--- src/rtl/adder_pipe_pkg.sv ---
// Shared constants and types for the pipelined add/subtract unit.
// The optional ADDER_PIPE_SAT_EN macro only affects adder_pipe.sv.
package adder_pipe_pkg;

  localparam logic MODE_ADD = 1'b0;
  localparam logic MODE_SUB = 1'b1;

  // Control half of a stage record; the width-dependent data half lives in adder_pipe.
  typedef struct packed {
    logic valid;
    logic carry;
    logic msb_carry_in;
    logic ovf;
    logic zero;
  } stage_flags_t;

  function automatic int unsigned stages_of(input int unsigned width,
                                            input int unsigned chunk);
    return width / chunk;
  endfunction

endpackage

--- src/rtl/adder_chunk.sv ---
// Combinational CHUNK-bit full adder slice: sum, carry out, and carry into its top bit.
module adder_chunk #(
  parameter int unsigned W = 8
) (
  input  logic [W-1:0] a,
  input  logic [W-1:0] b,
  input  logic         ci,
  output logic [W-1:0] s,
  output logic         co,
  output logic         c_msb
);

  logic [W:0] full;

  assign full  = {1'b0, a} + {1'b0, b} + (W+1)'(ci);
  assign s     = full[W-1:0];
  assign co    = full[W];
  // Carry into the top bit is recovered from the top-bit sum equation.
  assign c_msb = a[W-1] ^ b[W-1] ^ full[W-1];

endmodule

--- src/rtl/adder_pipe.sv ---
// Pipelined add/subtract unit: one CHUNK slice resolved per stage, valid/ready on both sides.
// Define ADDER_PIPE_SAT_EN to saturate signed overflow in the last stage.
module adder_pipe
  import adder_pipe_pkg::*;
#(
  parameter int unsigned WIDTH = 32,
  parameter int unsigned CHUNK = 8
) (
  input  logic             clk,
  input  logic             rst,
  input  logic             in_valid,
  output logic             in_ready,
  input  logic [WIDTH-1:0] x,
  input  logic [WIDTH-1:0] y,
  input  logic             ci,
  input  logic             sub,
  output logic             out_valid,
  input  logic             out_ready,
  output logic [WIDTH-1:0] s,
  output logic             co,
  output logic             v,
  output logic             z
);

  localparam int unsigned STAGES = stages_of(WIDTH, CHUNK);

  if (WIDTH % CHUNK != 0) begin : g_width_check
    $error("adder_pipe: WIDTH (%0d) must be a multiple of CHUNK (%0d)", WIDTH, CHUNK);
  end

  typedef struct packed {
    logic [WIDTH-1:0] sum;
    logic [WIDTH-1:0] x;
    logic [WIDTH-1:0] yy;
    stage_flags_t     flags;
  } stage_t;

  stage_t stage_q [STAGES];
  logic   advance;

  // The whole pipe moves together; bubbles are held too so outputs stay stable.
  assign advance  = !stage_q[STAGES-1].flags.valid || out_ready;
  assign in_ready = advance;

  for (genvar k = 0; k < STAGES; k++) begin : g_stage
    localparam int unsigned LO = k * CHUNK;

    stage_t           st_in;
    stage_t           st_out;
    stage_t           q;
    logic [CHUNK-1:0] chunk_s;
    logic             chunk_co;
    logic             chunk_msb;

    if (k == 0) begin : g_head
      always_comb begin
        st_in             = '0;
        st_in.x           = x;
        st_in.yy          = (sub == MODE_ADD) ? y : ~y;
        st_in.flags.valid = in_valid;
        st_in.flags.carry = ci ^ (sub == MODE_SUB);
      end
    end else begin : g_body
      assign st_in = stage_q[k-1];
    end

    adder_chunk #(.W(CHUNK)) u_chunk (
      .a     (st_in.x[LO +: CHUNK]),
      .b     (st_in.yy[LO +: CHUNK]),
      .ci    (st_in.flags.carry),
      .s     (chunk_s),
      .co    (chunk_co),
      .c_msb (chunk_msb)
    );

    // Resolve this slice; the last stage also produces the final flags.
    always_comb begin
      st_out                    = st_in;
      st_out.sum[LO +: CHUNK]   = chunk_s;
      st_out.flags.carry        = chunk_co;
      st_out.flags.msb_carry_in = chunk_msb;
      if (k == STAGES - 1) begin
        st_out.flags.ovf = chunk_co ^ chunk_msb;
`ifdef ADDER_PIPE_SAT_EN
        if (st_out.flags.ovf) begin
          st_out.sum = st_in.x[WIDTH-1] ? {1'b1, {(WIDTH-1){1'b0}}}
                                        : {1'b0, {(WIDTH-1){1'b1}}};
        end
`endif
        st_out.flags.zero = (st_out.sum == '0);
      end
    end

    always_ff @(posedge clk or posedge rst) begin
      if (rst) begin
        q <= '0;
      end else if (advance) begin
        q <= st_out;
      end
    end

    assign stage_q[k] = q;
  end

  assign out_valid = stage_q[STAGES-1].flags.valid;
  assign s         = stage_q[STAGES-1].sum;
  assign co        = stage_q[STAGES-1].flags.carry;
  assign v         = stage_q[STAGES-1].flags.ovf;
  assign z         = stage_q[STAGES-1].flags.zero;

endmodule

--- config.mk ---
export PLATFORM = sky130hd
export DESIGN_NAME = adder_pipe
export DESIGN_NICKNAME = d
export VERILOG_FILES = /design/src/rtl/adder_pipe_pkg.sv /design/src/rtl/adder_chunk.sv /design/src/rtl/adder_pipe.sv
export SDC_FILE = /design/constraint.sdc
export NUM_CORES = 1
export LEC_CHECK = 0
export ABC_AREA = 1
export ABC_CLOCK_PERIOD_IN_PS = 17600
export CAP_MARGIN = 20
export CORE_MARGIN = 1
export CORE_UTILIZATION = 55
export CTS_BUF_LIST = sky130_fd_sc_hd__clkbuf_2 sky130_fd_sc_hd__clkbuf_4 sky130_fd_sc_hd__clkbuf_8
export DETAILED_ROUTE_END_ITERATION = 6
export GPL_ROUTABILITY_DRIVEN = 0
export PLACE_DENSITY = 0.89
export SYNTH_ARGS = -nofsm -noshare
export SYNTH_HDL_FRONTEND = slang
export SYNTH_SLANG_ARGS = --single-unit
export TNS_END_PERCENT = 20
--- constraint.sdc ---
create_clock -name clk -period 17.6 [get_ports clk]
set_input_delay 3.52 -clock clk [delete_from_list [all_inputs] [get_ports clk]]
set_output_delay 3.52 -clock clk [all_outputs]
set_load 0.03 [all_outputs]
==> flow_summary.toml <==
[outcome]
outcome = "finished, final reports clean"

[hold_path]
min_path_cells = 2
hold_class = "flip-flop to flip-flop"

[clocking]
postCtsHoldBufs = 0
cts_tree = "built"
clockBufferDepth = 2
cts_num_sinks = 186
clk_pin_slew_worst_paths_ns = 0.09
clk_latency_ns = 0.47
postCtsSetupBuffers = 0
cts_resized = 0
cts_root_buf = "clkbuf_8"
cts_buffers = 17
h-tree-depth = 4

[timing]
slew_viol_final = 0
fin_crit_ns = 8.585
grt_setup_unrepaired = "no"
worst_clock_skew_ns = 0.01165
worstMarginPinSlew_ns = 1.047
max_freq_ghz = 0.1165
tns_ns = 0
relSlewSlack_pct = 30.20
fin_crit_sh_pct = 48.78
hold_viol_final = 0
finalSetupViolCount = 0

[detailed_routing]
wl_per_cell_um = 13.74
drt_iter0_drc = 497
dr.pass1.iters = 5
vias = 6520
drt-total-wl_um = 17570
remaining_drc_errors = 0
detail-route-antenna-nets = 0
viasPerCell = 5.102

[synthesis]
synthArstFlopShare_pct = 100.0
syn_nets = 1075
synthMuxAreaShare_pct = 0
syn-cell-area_um2 = 8643
yosys_warnings = 0
syn_avg_cell_area_um2 = 8.920
synth_simple_gate_area_share_pct = 19.92
synth_edf_count = 0
ys_types = 33
synth.ff_latch_count = 186
synthXorXnorAreaFrac_pct = 4.053
synth_compound_area_share_pct = 9.612
synth_adder_area_share_pct = 5.906
synth_top_family_by_area = "simple AND/OR/NAND/NOR gates"
ys.flop_type = "dfrtp_1"
syn_inst = 969
seq_area_frac_synth_pct = 53.85

[finish]
ff_latch_area_um2 = 4654
drive_above_1_share_pct = 4.499
multi_input_area_um2 = 3418
utilization_pct = 66.22
fin_nets = 1162
fill_cells = 1199
diodes = 0
area_growth_pct = 16.89
layout_common_cells = "nand2_1 (357), dfrtp_1 (186), o21ai_0 (113), clkdlybuf4s50_1 (105), inv_1 (72)"
mostFrequentLayoutCell = "nand2_1"

[pwr]
peakVddDrop_mv = 0.09048
power_density_nw_per_um2 = 177.3
leakagePower_nw = 4.909

[global_route]
grt_pass1_vias = 6368
antenna_found_initial = 0
grt_use_met3_pct = 4.899
met2_usage_pct = 37.83
track_usage_pct = 23.46
grt-ovfl-total = 0
grt.met1_usage_pct = 31.73
grt_max_degree = 118
busiest_layer = "met2"
grt_pass1_wl_um = 29680

[floorplanning]
fp-row-count = 45
ios = 107
dieArea_um2 = 16220
die_w_um = 127.4
coreArea_um2 = 15260
start_util_pct = 56.65
die_h_um = 127.4

[flow_run]
drv_cap = 0

[place]
dp_hpwl_um = 12000
port_buffers = 106

[critical_path]
r2r_cells = 5
cp.required_ns = 14.08
arrival_ns = 5.07
start_kind = "input pin"
cp-end-kind = "primary output"
cp_max_fo = 35
path_class = "input pin to primary output"
## worst paths after layout
| path | from | endpoint | slack (ns) |
|---|---|---|---|
| min in group asynchronous | rst | g_stage[2].q[73] | 3.44 |
| worst max-delay path | out_ready | in_ready | 9.01 |
| max in group asynchronous | rst | g_stage[1].q[83] | 12.87 |
| worst min register to register | g_stage[0].q[65] | g_stage[1].q[65] | 0.47 |
| worst max register to register | out_valid | g_stage[0].q[35] | 14.88 |
| worst min-delay path | g_stage[0].q[65] | g_stage[1].q[65] | 0.47 |
## critical path, stage by stage
cell and delay (ns):
clkdlybuf4s50_1 0.50, nor2_4 0.06, inv_4 0.24, clkdlybuf4s50_1 0.74
## metal layers
| layer | vias to the layer above | part of all wire, % |
|---|---|---|
| met5 | - | 0 |
| met2 | 189 | 48 |
| li1 | 3254 | - |
| met4 | 0 | 1.5 |
| met3 | 25 | 5.7 |
| met1 | 3052 | 45 |
## logic make-up (layout without fill, tap and decap cells)
group / after synthesis / after routing
fa+ha+maj: 36 / 36
compound gates: 157 / 157
xor+xnor: 40 / 40
buf+inv: 118 / 216
simple gates: 432 / 432
flops: 186 / 186
## stage by stage
stage	power [W]	std cells	hold slack, ns	setup slack [ns]	cell area (um2)
after floorplan	0.001275	969	0.4400	9.023	8643
after global placement	0.001464	1248	0.4495	9.014	9723
after detailed placement	0.001509	1248	0.4517	8.994	9723
after CTS	0.001794	1278	0.4738	8.990	10100
after global routing	0.001935	1278	0.4901	8.949	10100
final	0.001791	1278	0.4738	9.015	10100
## cell type report
class	instances	share of cell area (%)
timing repair buffer	112	10.90
sequential	186	46.07
tap	211	2.613
multi-input combinational	665	33.83
inverter	74	2.824
clock inverter	10	1.164
clock buffer	20	2.601
## power by group
part / internal (W) / total (W) / switching (W) / leakage (nW)
registers: 0.000617 / 0.000722 / 0.000105 / 2.25
clock network: 0.000132 / 0.000278 / 0.000147 / 0.184
logic: 0.000298 / 0.000791 / 0.000493 / 2.47
## synth_stat cells (6+ instances only)
cell type,count,area share [%]
o21ai_0,113,6.5
ha_1,28,4.1
nor2_1,28,1.2
clkbuf_1,14,0.61
dfrtp_1,186,54
fa_1,8,1.9
xnor2_1,31,3.1
buf_4,6,0.52
a31oi_1,11,0.80
nand4_1,13,0.94
o21ai_1,6,0.35
nand2_1,357,16
buf_2,10,0.58
nand3_1,21,1.2
inv_1,73,3.2
xor2_1,9,0.91
buf_6,12,1.6
a21oi_1,16,0.93
## sequential cells by signal, summed over array words and instances (netlist names)
signal     flops
z              1
s             32
g_stage.q    150
out_valid      1
v              1
co             1
Note: power is estimated with default switching activity, not from simulation.
